**src/rtl/uart_pkg.sv**
```systemverilog
// ----------------------------------------------------------------------------
// uart_pkg
// Shared definitions for the CPU-readable UART receiver: receiver FSM state
// encoding, STATUS register bit positions, register addresses, the
// oversampling ratio, the mid-bit sample tick numbers and a majority-vote
// helper.
// ----------------------------------------------------------------------------
package uart_pkg;

    // Receiver FSM states with fixed encodings.
    typedef enum logic [2:0] {
        ST_IDLE  = 3'd0,
        ST_START = 3'd1,
        ST_DATA  = 3'd2,
        ST_STOP  = 3'd3,
        ST_BREAK = 3'd4
    } rxState_t;

    // STATUS register bit positions.
    localparam int STAT_RX_READY  = 0;
    localparam int STAT_OVERRUN   = 1;
    localparam int STAT_FRAME_ERR = 2;
    localparam int STAT_FULL      = 3;
    localparam int STAT_BUSY      = 4;

    // Register addresses seen on the one-bit address input.
    localparam logic REG_RXDATA = 1'b0;
    localparam logic REG_STATUS = 1'b1;

    // Ticks per bit time.
    localparam int OVERSAMPLE = 16;

    // Tick numbers (1-based within a bit) used for the 3-sample vote.
    localparam logic [3:0] SAMPLE_TICK_A = 4'd7;
    localparam logic [3:0] SAMPLE_TICK_B = 4'd8;
    localparam logic [3:0] SAMPLE_TICK_C = 4'd9;

    // Two-out-of-three majority vote.
    function automatic logic majority3(input logic a, input logic b, input logic c);
        return (a & b) | (a & c) | (b & c);
    endfunction

endpackage

```
**src/rtl/uart_rx_fifo.sv**
```systemverilog
// ----------------------------------------------------------------------------
// uart_rx_fifo
// Small receive FIFO. Pointers carry one extra wrap bit so full and empty
// fall out of a plain compare. A push on a full FIFO is accepted only when a
// pop happens in the same clock.
//
// Ports:
//   i_clk        system clock
//   i_rst_n      asynchronous active-low reset (clears the pointers)
//   i_push       write request
//   i_pushData   byte to write
//   i_pop        read request (ignored while empty)
//   o_head       entry at the read pointer (only meaningful while non-empty)
//   o_full       FIFO holds DEPTH entries
//   o_empty      FIFO holds no entries
//   o_emptyNext  FIFO will be empty after this clock edge
// ----------------------------------------------------------------------------
module uart_rx_fifo #(
    parameter int DEPTH = 4,
    parameter int WIDTH = 8
) (
    input  logic             i_clk,
    input  logic             i_rst_n,
    input  logic             i_push,
    input  logic [WIDTH-1:0] i_pushData,
    input  logic             i_pop,
    output logic [WIDTH-1:0] o_head,
    output logic             o_full,
    output logic             o_empty,
    output logic             o_emptyNext
);

    localparam int AW = $clog2(DEPTH);

    logic [AW:0]      r_wrPtr;
    logic [AW:0]      r_rdPtr;
    logic [WIDTH-1:0] r_mem [DEPTH];

    logic        w_doPush;
    logic        w_doPop;
    logic [AW:0] w_wrNext;
    logic [AW:0] w_rdNext;

    assign o_empty  = (r_wrPtr == r_rdPtr);
    assign o_full   = (r_wrPtr[AW] != r_rdPtr[AW]) && (r_wrPtr[AW-1:0] == r_rdPtr[AW-1:0]);

    // A full FIFO still accepts a push if the head leaves in the same clock.
    assign w_doPush = i_push && (!o_full || i_pop);
    assign w_doPop  = i_pop && !o_empty;

    assign w_wrNext    = r_wrPtr + (AW+1)'(w_doPush);
    assign w_rdNext    = r_rdPtr + (AW+1)'(w_doPop);
    assign o_emptyNext = (w_wrNext == w_rdNext);

    assign o_head = r_mem[r_rdPtr[AW-1:0]];

    // Pointer registers; they wrap naturally through the extra MSB.
    always_ff @(posedge i_clk or negedge i_rst_n) begin
        if (!i_rst_n) begin
            r_wrPtr <= '0;
            r_rdPtr <= '0;
        end else begin
            r_wrPtr <= w_wrNext;
            r_rdPtr <= w_rdNext;
        end
    end

    // Storage needs no reset; an entry is only read after it was written.
    always_ff @(posedge i_clk) begin
        if (w_doPush) begin
            r_mem[r_wrPtr[AW-1:0]] <= i_pushData;
        end
    end

endmodule

```
**src/rtl/uart_rx_port.sv**
```systemverilog
// ----------------------------------------------------------------------------
// uart_rx_port
// 6502-bus UART receiver. Synchronizes the serial line, oversamples it at
// 16x the baud rate, deframes 8N1 characters and queues them in a FIFO.
//
// Ports:
//   i_clk       system clock
//   i_rst_n     asynchronous active-low reset
//   i_addr      register select: 0 = RXDATA, 1 = STATUS
//   i_cs        chip select
//   i_rd_en     one-clock read strobe; side effects need i_cs && i_rd_en
//   o_data_out  combinational read data for the selected register
//   i_rx        asynchronous serial input, idles high
//   o_irq       high while received data is pending
// ----------------------------------------------------------------------------
module uart_rx_port
    import uart_pkg::*;
#(
    parameter int CLK_FREQ   = 25_000_000,
    parameter int BAUD_RATE  = 9600,
    parameter int FIFO_DEPTH = 4
) (
    input  logic       i_clk,
    input  logic       i_rst_n,
    input  logic       i_addr,
    input  logic       i_cs,
    input  logic       i_rd_en,
    output logic [7:0] o_data_out,
    input  logic       i_rx,
    output logic       o_irq
);

    localparam int DIV   = CLK_FREQ / (BAUD_RATE * OVERSAMPLE);
    localparam int DIV_W = (DIV > 1) ? $clog2(DIV) : 1;
    localparam logic [DIV_W-1:0] DIV_LAST  = DIV_W'(DIV - 1);
    localparam logic [3:0]       LAST_TICK = 4'(OVERSAMPLE - 1);

    rxState_t         r_state;
    rxState_t         w_stateNext;
    logic             r_sync1;
    logic             r_sync2;
    logic             r_rxsPrev;
    logic [DIV_W-1:0] r_divCnt;
    logic [3:0]       r_tickCnt;
    logic [3:0]       w_tickCntNext;
    logic [2:0]       r_bitIdx;
    logic [2:0]       w_bitIdxNext;
    logic [7:0]       r_shift;
    logic [7:0]       w_shiftNext;
    logic             r_sampA;
    logic             w_sampANext;
    logic             r_sampB;
    logic             w_sampBNext;
    logic             r_overrun;
    logic             r_frameErr;
    logic             r_irq;

    logic       w_rxs;
    logic       w_startEdge;
    logic       w_tick;
    logic       w_vote;
    logic       w_push;
    logic       w_setFrameErr;
    logic       w_popReq;
    logic       w_statRead;
    logic       w_overrunSet;
    logic [7:0] w_head;
    logic       w_full;
    logic       w_empty;
    logic       w_emptyNext;

    assign w_rxs       = r_sync2;
    assign w_startEdge = (r_state == ST_IDLE) && r_rxsPrev && !w_rxs;
    assign w_tick      = (r_divCnt == DIV_LAST);
    assign w_vote      = majority3(r_sampA, r_sampB, w_rxs);
    assign w_popReq    = i_cs && i_rd_en && (i_addr == REG_RXDATA);
    assign w_statRead  = i_cs && i_rd_en && (i_addr == REG_STATUS);
    assign w_overrunSet = w_push && w_full && !w_popReq;

    // Two-flop synchronizer plus the delayed copy used for edge detection.
    // Resetting to 1 matches the idle line level.
    always_ff @(posedge i_clk or negedge i_rst_n) begin
        if (!i_rst_n) begin
            r_sync1   <= 1'b1;
            r_sync2   <= 1'b1;
            r_rxsPrev <= 1'b1;
        end else begin
            r_sync1   <= i_rx;
            r_sync2   <= r_sync1;
            r_rxsPrev <= r_sync2;
        end
    end

    // Free-running 16x tick divider, re-phased on a start edge so tick n
    // lands n/16 of a bit after the falling edge.
    always_ff @(posedge i_clk or negedge i_rst_n) begin
        if (!i_rst_n) begin
            r_divCnt <= '0;
        end else if (w_startEdge || w_tick) begin
            r_divCnt <= '0;
        end else begin
            r_divCnt <= r_divCnt + DIV_W'(1);
        end
    end

    // Receiver FSM state and datapath registers.
    always_ff @(posedge i_clk or negedge i_rst_n) begin
        if (!i_rst_n) begin
            r_state   <= ST_IDLE;
            r_tickCnt <= '0;
            r_bitIdx  <= '0;
            r_shift   <= '0;
            r_sampA   <= 1'b1;
            r_sampB   <= 1'b1;
        end else begin
            r_state   <= w_stateNext;
            r_tickCnt <= w_tickCntNext;
            r_bitIdx  <= w_bitIdxNext;
            r_shift   <= w_shiftNext;
            r_sampA   <= w_sampANext;
            r_sampB   <= w_sampBNext;
        end
    end

    // Next-state logic. r_tickCnt holds how many ticks of the current bit
    // have passed, so 1-based tick n is handled while r_tickCnt == n-1 and
    // the counter wraps to 0 on the 16th tick. START runs the whole start
    // bit (validating it at tick 8) so that DATA's count starts on a bit
    // boundary and ticks 7/8/9 straddle the middle of every data bit.
    always_comb begin
        w_stateNext   = r_state;
        w_tickCntNext = r_tickCnt;
        w_bitIdxNext  = r_bitIdx;
        w_shiftNext   = r_shift;
        w_sampANext   = r_sampA;
        w_sampBNext   = r_sampB;
        w_push        = 1'b0;
        w_setFrameErr = 1'b0;

        if (w_tick && (r_state == ST_START || r_state == ST_DATA || r_state == ST_STOP)) begin
            w_tickCntNext = r_tickCnt + 4'd1;
            if (r_tickCnt == SAMPLE_TICK_A - 4'd1) begin
                w_sampANext = w_rxs;
            end
            if (r_tickCnt == SAMPLE_TICK_B - 4'd1) begin
                w_sampBNext = w_rxs;
            end
        end

        case (r_state)
            ST_IDLE: begin
                if (w_startEdge) begin
                    w_stateNext   = ST_START;
                    w_tickCntNext = '0;
                end
            end
            ST_START: begin
                if (w_tick) begin
                    if ((r_tickCnt == SAMPLE_TICK_B - 4'd1) && w_rxs) begin
                        w_stateNext = ST_IDLE;
                    end else if (r_tickCnt == LAST_TICK) begin
                        w_stateNext  = ST_DATA;
                        w_bitIdxNext = '0;
                    end
                end
            end
            ST_DATA: begin
                if (w_tick) begin
                    if (r_tickCnt == SAMPLE_TICK_C - 4'd1) begin
                        w_shiftNext = {w_vote, r_shift[7:1]};
                    end
                    if (r_tickCnt == LAST_TICK) begin
                        if (r_bitIdx == 3'd7) begin
                            w_stateNext = ST_STOP;
                        end else begin
                            w_bitIdxNext = r_bitIdx + 3'd1;
                        end
                    end
                end
            end
            ST_STOP: begin
                if (w_tick && (r_tickCnt == SAMPLE_TICK_C - 4'd1)) begin
                    if (w_vote) begin
                        w_push      = 1'b1;
                        w_stateNext = ST_IDLE;
                    end else begin
                        w_setFrameErr = 1'b1;
                        w_stateNext   = ST_BREAK;
                    end
                end
            end
            ST_BREAK: begin
                if (w_rxs) begin
                    w_stateNext = ST_IDLE;
                end
            end
            default: begin
                w_stateNext = ST_IDLE;
            end
        endcase
    end

    uart_rx_fifo #(
        .DEPTH (FIFO_DEPTH),
        .WIDTH (8)
    ) u_fifo (
        .i_clk       (i_clk),
        .i_rst_n     (i_rst_n),
        .i_push      (w_push),
        .i_pushData  (r_shift),
        .i_pop       (w_popReq),
        .o_head      (w_head),
        .o_full      (w_full),
        .o_empty     (w_empty),
        .o_emptyNext (w_emptyNext)
    );

    // Sticky error flags, cleared by a STATUS read; a new error in the same
    // clock as the read wins. irq follows the post-edge FIFO occupancy.
    always_ff @(posedge i_clk or negedge i_rst_n) begin
        if (!i_rst_n) begin
            r_overrun  <= 1'b0;
            r_frameErr <= 1'b0;
            r_irq      <= 1'b0;
        end else begin
            if (w_overrunSet) begin
                r_overrun <= 1'b1;
            end else if (w_statRead) begin
                r_overrun <= 1'b0;
            end
            if (w_setFrameErr) begin
                r_frameErr <= 1'b1;
            end else if (w_statRead) begin
                r_frameErr <= 1'b0;
            end
            r_irq <= !w_emptyNext;
        end
    end

    assign o_irq = r_irq;

    // Combinational register read mux.
    always_comb begin
        o_data_out = 8'h00;
        if (i_addr == REG_STATUS) begin
            o_data_out[STAT_RX_READY]  = !w_empty;
            o_data_out[STAT_OVERRUN]   = r_overrun;
            o_data_out[STAT_FRAME_ERR] = r_frameErr;
            o_data_out[STAT_FULL]      = w_full;
            o_data_out[STAT_BUSY]      = (r_state != ST_IDLE);
        end else if (!w_empty) begin
            o_data_out = w_head;
        end
    end

endmodule

```
**config.mk**
```make
export PLATFORM = sky130hd
export DESIGN_NAME = uart_rx_port
export DESIGN_NICKNAME = d
export VERILOG_FILES = /design/src/rtl/uart_pkg.sv /design/src/rtl/uart_rx_fifo.sv /design/src/rtl/uart_rx_port.sv
export SDC_FILE = /design/constraint.sdc
export NUM_CORES = 1
export LEC_CHECK = 0
export BUFFER_PORTS_ARGS = -buffer_cell sky130_fd_sc_hd__buf_2
export CAP_MARGIN = 0
export CORE_ASPECT_RATIO = 0.75
export CORE_MARGIN = 1
export CORE_UTILIZATION = 60
export CTS_CLUSTER_DIAMETER = 60
export DETAILED_ROUTE_END_ITERATION = 8
export PLACE_DENSITY = 0.78
export SLEW_MARGIN = 20
export SYNTH_ARGS = -nofsm -noshare
export SYNTH_HDL_FRONTEND = slang
export SYNTH_SLANG_ARGS = --single-unit
```
**constraint.sdc**
```tcl
create_clock -name i_clk -period 6 [get_ports i_clk]
set_clock_uncertainty 0.15 [all_clocks]
set_input_delay 0.3 -clock i_clk [delete_from_list [all_inputs] [get_ports i_clk]]
set_output_delay 0.3 -clock i_clk [all_outputs]
set_load 0.01 [all_outputs]
```
==> out/results.tsv <==
metric	value	unit
DP Cell Count	327	
Worst Hold Class	in -> reg	
port bufs	14	
routed length per instance	17.88	microns
core area	5324	sq um
Cell Area, Synth	3307	sq um
post-cts gate resize count	0	
Sw Ratio	0.2955	
drt total wl	6.187	mm
Int Pwr	0.8718	mW
leakage power	1.556	nW
slack of the critical path	3.028	ns
Startpoint Class	flop	
Sinks on Clock Net	72	
Post-Layout Cell Count	346	
largest net degree at the start of global routing	41	
post-synthesis cell count	244	
syn_nets	261	
clock-pin transition on the worst setup and hold timing paths	0.07	ns
Post-synth ARST share	0.5556	
# nets final	282	
initial antenna violation count	1	
VDD IR max	192.6	uV
final worst-path cycle share	0.4953	
CP delay by family, top	flip-flops	
met1 Use GR	0.3527	
most used flip-flop cell after synthesis	dfrtp_1	
slowest cell delay on critical path	0.75	ns
layout cells sized above 1	0.2185	
part of the power in the clock network	0.300	
CTS Buf Count	9	
CTS root buffer	clkbuf_8	
most used routing layer	met1	
Post-synth EDFFs	32	
worst path bufs/invs	1	
CP max FO	10	
cells along the critical path	xor2_1 -> nor3_1 -> a211o_1 -> inv_1 -> ha_1 -> ha_1 -> xor2_1 -> xor2_1 -> or3_1	
first-pass GRT wire length	9.770	mm
RSZ-0062 raised after global routing	false	
PwrDens	337.2	nW/um^2
top post-synthesis cells by area	edfxtp_1 (29%), dfrtp_1 (26%), mux4_2 (5.4%), ha_1 (4.2%), dfstp_2 (4.0%)	
sequential fraction of the synthesis area	0.5952	
Synth top area share	0.2906	
DP Worst Slack	3.055	ns
setup TNS	0	ns
GRT overflow	0	
area grow syn2layout	10.97	%
met2 usage	0.3304	
initial core utilization	0.6212	
crit path DAT	3.04	ns
number of max-cap violations	0	
Post-CTS Setup Bufs	0	
WP data required	6.07	ns
M3 GR Usage	0.07491	
Worst path most repeated cell	xor2_1	
Syn. warnings	0	
Slew @ Worst Pin	0.8979	ns
mean number of vias per cell	5.853	
DR pass1 iterations	4	
Synth Register Bits	72	
Sequential Power Share	0.501	
Routability Congestion	0.8015	
crit end category	flop	
Die W	87.73	microns
average size of a mapped cell	13.55	sq um
Final HPWL DP	4.420	mm
Crit Path Category	reg -> reg	
Ports	15	
vias in the first global route	1882	
status	finished, final reports clean	
top cell type by total area after synthesis	edfxtp_1	
Critical-path top delay cell	dfrtp_1	
CTS tree	done	
post-synth cell types	52	
pins over their slew limit	0	
Final Critical Period	2.972	ns
Clk Latency, worst-skew pair	0.34	ns
die area	5816	sq um
Overall Global Routing Usage	0.2413	
final-report hold violation count	0	
num rows	23	
FMAX	336.5	MHz
combinational fraction of design power	0.200	
Routed Antenna Nets	0	
1st-iter DRT viols	226	
die height	66.30	microns
relative slew slack	0.4014	
total number of vias	2025	
Post-CTS Hold Buffers	2	
H-tree depth	3	
CTS max path bufs	2	
# setup viols final	0	
Psw	0.3657	mW
DRC Markers	0	
metrics by stage:
step / area, sq um / utilization / hold slack [ns] / power, mW
final: 3670 / 0.6893 / 0.2096 / 1.238
after global routing: 3667 / 0.6888 / 0.2028 / 1.294
after CTS: 3662 / 0.6879 / 0.1902 / 1.244
after detailed placement: 3447 / 0.6475 / 0.1999 / 0.8755
after global placement: 3447 / 0.6475 / 0.1953 / 0.8622
after floorplan: 3307 / - / -0.1456 / 0.7993
area by class of cell:
class | count | area, sq um
tap | 75 | 93.84
clock buffer | 9 | 123.9
timing repair buffer | 18 | 105.1
sequential | 72 | 1968
multi-input combinational | 155 | 1271
clock inverter | 7 | 71.32
antenna | 1 | 2.502
inverter | 9 | 33.78
fill | 383 | 1654
cell usage after synthesis, types with 2 or more instances:
master    count
nor3_1        4
mux4_2        8
mux2_2        8
and3_1        4
inv_1         9
dfrtp_1      35
nand4b_1      3
o211ai_1      2
or3_1         3
o31ai_1       3
and3b_1       2
nor3b_1       6
nor2_1       16
buf_2         4
edfxtp_1     32
nand2b_1      8
nand3_1      10
mux2_1        2
nand2_1       9
a21oi_1       5
xnor2_1       5
a21o_1        2
o21ai_0       6
dfstp_2       5
ha_1         11
clkbuf_1      3
xor2_1       12
nor4_1        3
power groups by stage:
stage | sequential [mW] | combinational, mW | clock, mW
2_1_floorplan | 0.589 | 0.211 | 0
3_3_place_gp | 0.623 | 0.239 | 0
3_5_place_dp | 0.629 | 0.246 | 0
4_1_cts | 0.620 | 0.249 | 0.375
5_1_grt | 0.628 | 0.267 | 0.399
6_report | 0.619 | 0.247 | 0.371
path summary, 6_finish.rpt:
path / cells after the start / slack (ns) / start / to
worst max register to register: 9 / 3.03 / u_fifo.r_rdPtr[0] / o_irq
max in group asynchronous: 2 / 4.67 / i_rst_n / r_overrun
worst min register to register: 0 / 0.21 / r_sync1 / r_sync2
worst max-delay path: 9 / 3.03 / u_fifo.r_rdPtr[0] / o_irq
min in group asynchronous: 2 / 0.47 / i_rst_n / r_bitIdx[0]
worst min-delay path: 3 / 0.21 / i_cs / r_overrun
layout by cell type, fill, tap and decap left out, drive strengths merged, types with 2 or more instances in the layout:
| cell | synthesis | layout |
|---|---|---|
| clkinv | 0 | 3 |
| dfstp | 5 | 5 |
| xor2 | 12 | 12 |
| o21ai | 6 | 6 |
| clkinvlp | 0 | 2 |
| edfxtp | 32 | 32 |
| mux4 | 8 | 8 |
| o211ai | 2 | 2 |
| buf | 5 | 16 |
| nand4b | 3 | 3 |
| nor3 | 5 | 5 |
| dfrtp | 35 | 35 |
| nor4 | 4 | 4 |
| dlygate4sd3 | 0 | 2 |
| inv | 9 | 10 |
| nand3 | 10 | 10 |
| and3b | 2 | 2 |
| o31ai | 3 | 3 |
| nor2 | 16 | 16 |
| clkbuf | 3 | 9 |
| mux2 | 10 | 10 |
| nand2 | 9 | 9 |
| or3 | 4 | 4 |
| and3 | 5 | 5 |
| nand2b | 8 | 8 |
| a21oi | 5 | 5 |
| a21o | 2 | 2 |
| nor3b | 7 | 7 |
| ha | 11 | 11 |
| xnor2 | 5 | 5 |
cell families after synthesis:
logic type / after synthesis / synth area share
flip-flops: 72 / 0.5952
multiplexers: 19 / 0.09156
AND/OR/NAND/NOR: 77 / 0.1381
AO/OA/AOI/OAI: 30 / 0.06357
adder cells (fa/ha/maj): 12 / 0.04465
XOR/XNOR: 17 / 0.04502
buffers and inverters: 17 / 0.02194
tightest hold or removal path, stage by stage:
cell     delay, ns
buf_2         0.09
and3_1        0.18
a21oi_1       0.08
metal layers:
layer	up-vias	wire length [microns]
met5	-	0
met4	0	121
met3	12	375
met2	59	2711
met1	1006	2978
li1	948	-
registers in the layout (all words and copies together) (netlist names):
name	cells
o_irq	1
r_bitIdx	3
r_divCnt	8
r_frameErr	1
r_overrun	1
r_rxsPrev	1
r_sampA	1
r_sampB	1
r_shift	8
r_state	3
r_sync1	1
r_sync2	1
r_tickCnt	4
u_fifo.r_mem	32
u_fifo.r_rdPtr	3
u_fifo.r_wrPtr	3
(Power assumes the default switching activity.)
